**src/rtl/arc4_pkg.sv**
```systemverilog
`default_nettype none
// ============================================================================
// Module      : arc4_pkg
// Description : Shared types and constants for the ARC4 message-memory blocks.
// Revision    : 1.0 - initial release
// ============================================================================
package arc4_pkg;

  // Message-packer control states
  typedef enum logic [1:0] {
    IDLE  = 2'd0,
    RECV  = 2'd1,
    WRLEN = 2'd2
  } msg_state_e;

  // Byte 0 of the message memory holds the payload length
  localparam logic [7:0] MSG_LEN_ADDR = 8'd0;
  // Largest payload that fits behind the length byte in a 256-entry memory
  localparam logic [7:0] MSG_MAX_LEN  = 8'd255;

endpackage
`default_nettype wire

```
**src/rtl/msg_wr_stage.sv**
```systemverilog
`default_nettype none
// ============================================================================
// Module      : msg_wr_stage
// Description : Registered write port for a synchronous-write RAM. A load
//               presents addr/data/valid on the following cycle; without a
//               load the valid drops and addr/data hold their last value.
// Revision    : 1.0 - initial release
// ============================================================================
module msg_wr_stage #(
  parameter int AW = 8,
  parameter int DW = 8
) (
  input  logic          clk,
  input  logic          rst_n,
  input  logic          load_i,
  input  logic [AW-1:0] addr_i,
  input  logic [DW-1:0] data_i,
  output logic          valid_o,
  output logic [AW-1:0] addr_o,
  output logic [DW-1:0] data_o
);

  logic          valid_q;
  logic [AW-1:0] addr_q;
  logic [DW-1:0] data_q;

  // Capture one write per load; reset drops any write in flight
  always_ff @(posedge clk or negedge rst_n) begin
    if (!rst_n) begin
      valid_q <= 1'b0;
      addr_q  <= '0;
      data_q  <= '0;
    end else begin
      valid_q <= load_i;
      if (load_i) begin
        addr_q <= addr_i;
        data_q <= data_i;
      end
    end
  end

  assign valid_o = valid_q;
  assign addr_o  = addr_q;
  assign data_o  = data_q;

endmodule
`default_nettype wire

```
**src/rtl/msg_pack.sv**
```systemverilog
`default_nettype none
// ============================================================================
// Module      : msg_pack
// Description : Packs a valid/ready byte stream into a length-prefixed message
//               memory: payload at addresses 1..N, then N written to address 0.
//               Started through the en/rdy request handshake.
// Revision    : 1.0 - initial release
// ============================================================================
module msg_pack
  import arc4_pkg::*;
#(
  parameter int unsigned MAX_LEN = 32'(MSG_MAX_LEN)
) (
  input  logic       clk,
  input  logic       rst_n,
  input  logic       en,
  output logic       rdy,
  input  logic       in_valid,
  output logic       in_ready,
  input  logic [7:0] in_data,
  input  logic       in_last,
  output logic [7:0] mem_addr,
  output logic [7:0] mem_wrdata,
  output logic       mem_wren,
  output logic [7:0] msg_len,
  output logic       overflow
);

  // 9-bit so a full 255-byte payload count never aliases to zero
  localparam logic [8:0] C_MAX_LEN = 9'(MAX_LEN);

  msg_state_e state_q;
  logic [8:0] count_q;
  logic       rdy_q;
  logic       in_ready_q;
  logic       overflow_q;
  logic [7:0] msg_len_q;

  logic       accept;
  logic [8:0] count_inc;
  logic       wr_load_d;
  logic [7:0] wr_addr_d;
  logic [7:0] wr_data_d;

  // in_ready_q is only ever high while in RECV
  assign accept    = in_valid & in_ready_q;
  assign count_inc = count_q + 9'd1;

  // Select what the write stage captures this cycle: a payload byte or the length
  always_comb begin
    wr_load_d = 1'b0;
    wr_addr_d = MSG_LEN_ADDR;
    wr_data_d = count_q[7:0];
    case (state_q)
      RECV: begin
        if (accept) begin
          wr_load_d = 1'b1;
          wr_addr_d = count_inc[7:0];
          wr_data_d = in_data;
        end
      end
      WRLEN: begin
        wr_load_d = 1'b1;
      end
      default: begin
      end
    endcase
  end

  // Control FSM; rdy/in_ready are registered alongside the state
  always_ff @(posedge clk or negedge rst_n) begin
    if (!rst_n) begin
      state_q    <= IDLE;
      count_q    <= '0;
      rdy_q      <= 1'b1;
      in_ready_q <= 1'b0;
      overflow_q <= 1'b0;
      msg_len_q  <= '0;
    end else begin
      case (state_q)
        IDLE: begin
          // rdy is held low for the length-write cycle, which masks en there
          if (!rdy_q) begin
            rdy_q <= 1'b1;
          end else if (en) begin
            count_q    <= '0;
            overflow_q <= 1'b0;
            rdy_q      <= 1'b0;
            in_ready_q <= 1'b1;
            state_q    <= RECV;
          end
        end
        RECV: begin
          if (accept) begin
            count_q <= count_inc;
            if (in_last) begin
              in_ready_q <= 1'b0;
              state_q    <= WRLEN;
            end else if (count_inc == C_MAX_LEN) begin
              overflow_q <= 1'b1;
              in_ready_q <= 1'b0;
              state_q    <= WRLEN;
            end
          end
        end
        WRLEN: begin
          msg_len_q <= count_q[7:0];
          state_q   <= IDLE;
        end
        default: begin
          state_q    <= IDLE;
          rdy_q      <= 1'b0;
          in_ready_q <= 1'b0;
        end
      endcase
    end
  end

  msg_wr_stage #(
    .AW(8),
    .DW(8)
  ) u_wr_stage (
    .clk    (clk),
    .rst_n  (rst_n),
    .load_i (wr_load_d),
    .addr_i (wr_addr_d),
    .data_i (wr_data_d),
    .valid_o(mem_wren),
    .addr_o (mem_addr),
    .data_o (mem_wrdata)
  );

  assign rdy      = rdy_q;
  assign in_ready = in_ready_q;
  assign msg_len  = msg_len_q;
  assign overflow = overflow_q;

endmodule
`default_nettype wire
```
**config.mk**
```make
export PLATFORM = sky130hd
export DESIGN_NAME = msg_pack
export DESIGN_NICKNAME = d
export VERILOG_FILES = /design/src/rtl/arc4_pkg.sv /design/src/rtl/msg_wr_stage.sv /design/src/rtl/msg_pack.sv
export SDC_FILE = /design/constraint.sdc
export NUM_CORES = 1
export LEC_CHECK = 0
export CAP_MARGIN = 20
export CELL_PAD_IN_SITES_DETAIL_PLACEMENT = 0
export CELL_PAD_IN_SITES_GLOBAL_PLACEMENT = 1
export CORE_ASPECT_RATIO = 1.1
export CORE_MARGIN = 8
export CORE_UTILIZATION = 39
export CTS_CLUSTER_SIZE = 30
export DETAILED_ROUTE_END_ITERATION = 7
export GPL_TIMING_DRIVEN = 0
export PLACE_DENSITY = 0.82
export SYNTH_ARGS = -nofsm -noshare
export SYNTH_HDL_FRONTEND = slang
export SYNTH_SLANG_ARGS = --single-unit
```
**constraint.sdc**
```tcl
create_clock -name clk -period 2.3 [get_ports clk]
set_input_delay 0.345 -clock clk [delete_from_list [all_inputs] [get_ports clk]]
set_output_delay 0.345 -clock clk [all_outputs]
set_load 0.02 [all_outputs]
```
# [After elaboration in Yosys (flattened, before gate mapping)]
# Cells that the tools add are included.
[totals] register_bits=39 in_bits=13 wordCells=59
[op_classes] add_sub_neg=1 n_eq_ne=9 n_mux=31 bitwise=2 n_reduce_logical=7
[ops] operator="2-to-1 mux 8 bit" count=4
[ops] operator="2-to-1 mux 9 bit" count=3
[ops] operator="case mux 9 bit (2 select lines)" count=1
[ops] operator="2-to-1 mux 1 bit" count=13
[ops] operator="2-to-1 mux 2 bit" count=5
[ops] operator="inequality test 2 bit (second input constant)" count=5
[ops] operator="adder 9 x 1 -> 9 bit (second input constant)" count=1
[ops] operator="== test 9 x 8 -> 1 bit (second input constant)" count=1
[ops] operator="AND reduction 4 bit" count=2
[ops] operator="case mux 1 bit (2 select lines)" count=3
[ops] operator="AND reduction 6 bit" count=1
[ops] operator="AND reduction 5 bit" count=1
[ops] operator="case mux 2 bit (2 select lines)" count=1
[ops] operator="inequality test 3 bit (second input constant)" count=1
[ops] operator="case mux 1 bit (3 select lines)" count=1
[ops] operator="== test 2 x 1 -> 1 bit (second input constant)" count=1
[ops] operator="== test 2 bit (second input constant)" count=1
[ops] operator="logical NOT 2 bit" count=1
[ops] operator="nonzero test 2 bit" count=1
[ops] operator="OR reduction 2 bit" count=1
[ops] operator="AND 1 bit" count=1
[ops] operator="NOT 1 bit" count=1

# [Depth between registers and ports, before layout]
[depth] word_depth=6 ltp_mapped=9

# [Cells and area by module]
# From an unflattened synthesis, not the netlist that was laid out.
[unflattened] cells_unflattened=184 hier_area_um2=2137.0
[modules_own_cells] mod="msg_pack" instances=1 cells_per_inst=149 area_per_inst_um2=1462.7 seq_area_each_um2=551.8
[modules_own_cells] mod="msg_wr_stage" instances=1 cells_per_inst=35 area_per_inst_um2=674.4 seq_area_each_um2=425.4

# [Worst setup path after synthesis]
# OpenSTA, ideal clock, no wires.
[synth_path] kind="register to register" from="reg count_q[0]" to="reg state_q[0]" setup_ns=0.125 t_arrival_ns=1.896 required_ns=2.175 slack_ns=0.279 stages_incl_launch_ff=7 path_buffers=0 cell_sequence="dfrtp_1 ha_1 nand2_1 or3_4 a2111oi_4 a21oi_2 mux2_4"
[synth_between] elab_chain_len=4
[synth_rtl] item="start, declared" line="msg_pack.sv:33" rtl="logic [8:0] count_q;"
[synth_rtl] item="start signal, assigned" line="msg_pack.sv:95" rtl="count_q <= count_inc;"
[synth_rtl] item="adder 9 x 1 -> 9 bit" line="msg_pack.sv:47" rtl="assign count_inc = count_q + 9'd1;"
[synth_rtl] item="== test 9 x 8 -> 1 bit" line="msg_pack.sv:99" rtl="end else if (count_inc == C_MAX_LEN) begin"
[synth_rtl] item="inequality test 3 bit (no line)"
[synth_rtl] item="AND reduction 4 bit (no line)"
[synth_rtl] item="end signal, assigned" line="msg_pack.sv:98" rtl="state_q <= WRLEN;"
[synth_rtl] item="end signal, assigned" line="msg_pack.sv:102" rtl="state_q <= WRLEN;"
[synth_rtl] item="end signal, assigned" line="msg_pack.sv:108" rtl="state_q <= IDLE;"
[synth_rtl] item="end, declared" line="msg_pack.sv:32" rtl="msg_state_e state_q;"
# No other way between the ends.
# A chain may end at the register's enable or synchronous reset.

# [Worst setup path after layout]
# Ends and elaborated chain as after synthesis.

==> impl_metrics.yaml <==
grt:
  grt_pass1_wl_mm: 7.76
  gr-total-overflow: 0
  grt_pass1_vias: 1551
  antenna_found_initial: 0
  grt_usage: 0.126
  grt_max_degree: 40
logic_synthesis:
  ys_top_cells_by_count: "38 x dfrtp_1, 27 x nand2_1, 22 x o21ai_0, 14 x nor2_1, 9 x mux2_2"
  synth_most_common_cell: "dfrtp_1"
  ys_seq_area_frac: 0.496
  yosys-top-cells-area: "dfrtp_1 48%, o21ai_0 5.6%, mux2_2 5.1%, nand2_1 5.1%, mux2i_1 3.6%"
  synth_edf_count: 0
  async_flop_share: 1.00
  yosys.area.top_type: "dfrtp_1"
  synth_warnings: 0
  synthFlopType: "dfrtp_1"
  syn-cell-area_um2: 1970
  ys_types: 38
  syn_inst: 191
  avgSynthCellArea_um2: 10.3
  syn_nets: 209
  synth_top_cell_area_share: 0.483
  ys_ff_latch: 39
timing:
  tightest_slew_ns: 0.879
  rsz0062_at_grt: "no"
  period_minus_slack_ns: 2.18
  finalSetupTns_ns: 0
  min_period_over_period: 0.949
  slew_viol_final: 0
  fin_ws_ns: 0.118
  hold_viol_final: 0
  finClkSkew_ns: 0.0105
  fmax_mhz: 458
  setup_viol: 0
  slew_headroom: 0.414
setup_path:
  end_kind: "register"
  reg2reg_slack_ns: 0.12
  cp_max_fo: 8
  crit_end: "state_q[0]"
  r2r_end: "state_q[0]"
  critPathLaunchType: "register"
  required_ns: 2.48
  r2r_cells: 6
  r2r_start: "count_q[0]"
  path_class: "register to register"
  startpoint: "count_q[0]"
  arrival_ns: 2.36
layout:
  num_antenna_cells: 0
  syn_to_final_growth_pct: 29.7
  drive_gt1_frac: 0.160
  final_nets: 255
  utilization: 0.518
  finalNonFillerCells: 296
  fin_area_um2: 2550
  nFillCells: 463
floorplan:
  die_w_um: 83.8
  rows: 27
  dieHeight_um: 90.5
  io_pins: 41
  initial_utilization: 0.399
  fp.dieArea_um2: 7580
  coreArea_um2: 4930
place:
  io_buffers: 40
  dpl_cell_area_um2: 2440
  preCtsSetupSlack_ns: -0.172
  dp_hpwl_mm: 3.38
  numPlacedInstances: 289
  gp_congestion: 0.745
power_and_ir_drop:
  clkPwrFrac: 0.231
  seqPwrFrac: 0.362
  sw_frac_of_total: 0.360
  comb_power_share: 0.407
  ir_drop_v: 0.000597
  switchingPower_uw: 922
  p_leak_nw: 1.09
  p_int_mw: 1.64
  p_per_area_nw_per_um2: 1000
clocking:
  cts_setup_buffers: 0
  insertion_delay_ns: 0.30
  cts_max_level: 2
  cts.sinks: 39
  clockRootBuffer: "clkbuf_8"
  cts_hold_buf: 0
  cts_tree: "done"
  clockBufferDepth: 2
  numCtsBuffers: 5
  cts.reportedPaths.clkPinSlew_ns: 0.08
drt:
  via_count: 1544
  drc: 0
  drt_wl_total_mm: 4.64
  drt-pass1-iter-count: 4
  ant_nets: 0
  vias_per_cell: 5.22
  drt_iter0_drc: 81
  wl_per_cell_um: 15.7
job:
  drv_cap: 0
hold_path:
  hold_class: "input port to async pin"
outcome:
  outcome: "finished, final reports clean"
placed cells by master, fill, tap and decap left out, types with 4 or more instances in the layout:
| cell | instances |
|---|---|
| a21oi_1 | 4 |
| buf_6 | 4 |
| clkbuf_8 | 6 |
| mux2i_1 | 7 |
| o21ai_1 | 6 |
| o21ai_0 | 22 |
| clkbuf_1 | 6 |
| nor2_1 | 14 |
| mux2_2 | 9 |
| inv_1 | 6 |
| nand3_1 | 7 |
| clkdlybuf4s50_1 | 39 |
| dfrtp_1 | 38 |
| nand2_1 | 27 |
| ha_1 | 4 |
logic make-up after synthesis:
family	Yosys count	synth area share
AO/OA/AOI/OAI	47	0.163
XOR/XNOR	5	0.0222
adder cells (fa/ha/maj)	5	0.0318
buffers and inverters	18	0.0496
flip-flops	39	0.496
multiplexers	17	0.0947
AND/OR/NAND/NOR	60	0.143
metrics by stage:
stage | power (mW) | hold slack (ns)
4_1_cts | 2.60 | 0.197
6_report | 2.56 | 0.163
5_1_grt | 2.75 | 0.231
3_5_place_dp | 2.00 | 0.460
3_3_place_gp | 1.98 | 0.455
2_1_floorplan | 1.58 | 0.0494
timing repair:
action,4_1_cts,5_1_grt
endpoints found under the hold margin,0,0
setup endpoints to repair,8,19
resized for setup,1,1
power groups by stage:
stage          logic [mW]  clock network [mW]  registers [mW]
5_1_grt              1.16               0.635           0.953
3_5_place_dp         1.06                   0           0.945
3_3_place_gp         1.04                   0           0.938
2_1_floorplan       0.516                   0            1.06
4_1_cts              1.06               0.604           0.931
6_report             1.04               0.591           0.927
sequential cells by signal (all words and copies together) (netlist names):
signal              count
state_q                 2
u_wr_stage.data_o       8
msg_len                 8
rdy                     1
in_ready                1
overflow                1
u_wr_stage.addr_o       8
count_q                 9
u_wr_stage.valid_o      1
worst max-delay path: stages (launching register included):
cell,delay (ns)
dfrtp_1,0.49
ha_2,0.32
nand2_1,0.11
or3_4,0.37
a2111oi_4,0.36
a21oi_2,0.11
mux2_4,0.31
how the worst min path moves through the flow:
stage	from	endpoint	slack [ns]	cells past startpoint
final	rst_n	u_wr_stage.addr_o[1]	0.16	1
after global routing	rst_n	msg_len[6]	0.23	1
after CTS	rst_n	msg_len[5]	0.20	1
after detailed placement	u_wr_stage.addr_o[2]	u_wr_stage.addr_o[2]	0.46	2
after global placement	u_wr_stage.addr_o[2]	u_wr_stage.addr_o[2]	0.45	2
after floorplan	rst_n	count_q[0]	0.05	0
metal layers:
metal	global-route usage	up-vias	wire length, µm
met3	0.0406	6	259
met1	0.150	738	2110
met2	0.202	42	2190
li1	-	758	-
met5	0	-	0
met4	0.0519	0	78
final cells by class:
class / instances / area (µm²) / share of cell area
buffer: 11 / 72.6 / 0.0284
clock buffer: 6 / 82.6 / 0.0323
clock inverter: 2 / 35.0 / 0.0137
inverter: 6 / 22.5 / 0.00881
multi-input combinational: 134 / 897 / 0.351
sequential: 39 / 977 / 0.382
tap: 58 / 72.6 / 0.0284
timing repair buffer: 40 / 395 / 0.155
Note: power is estimated with default switching activity, not from simulation.
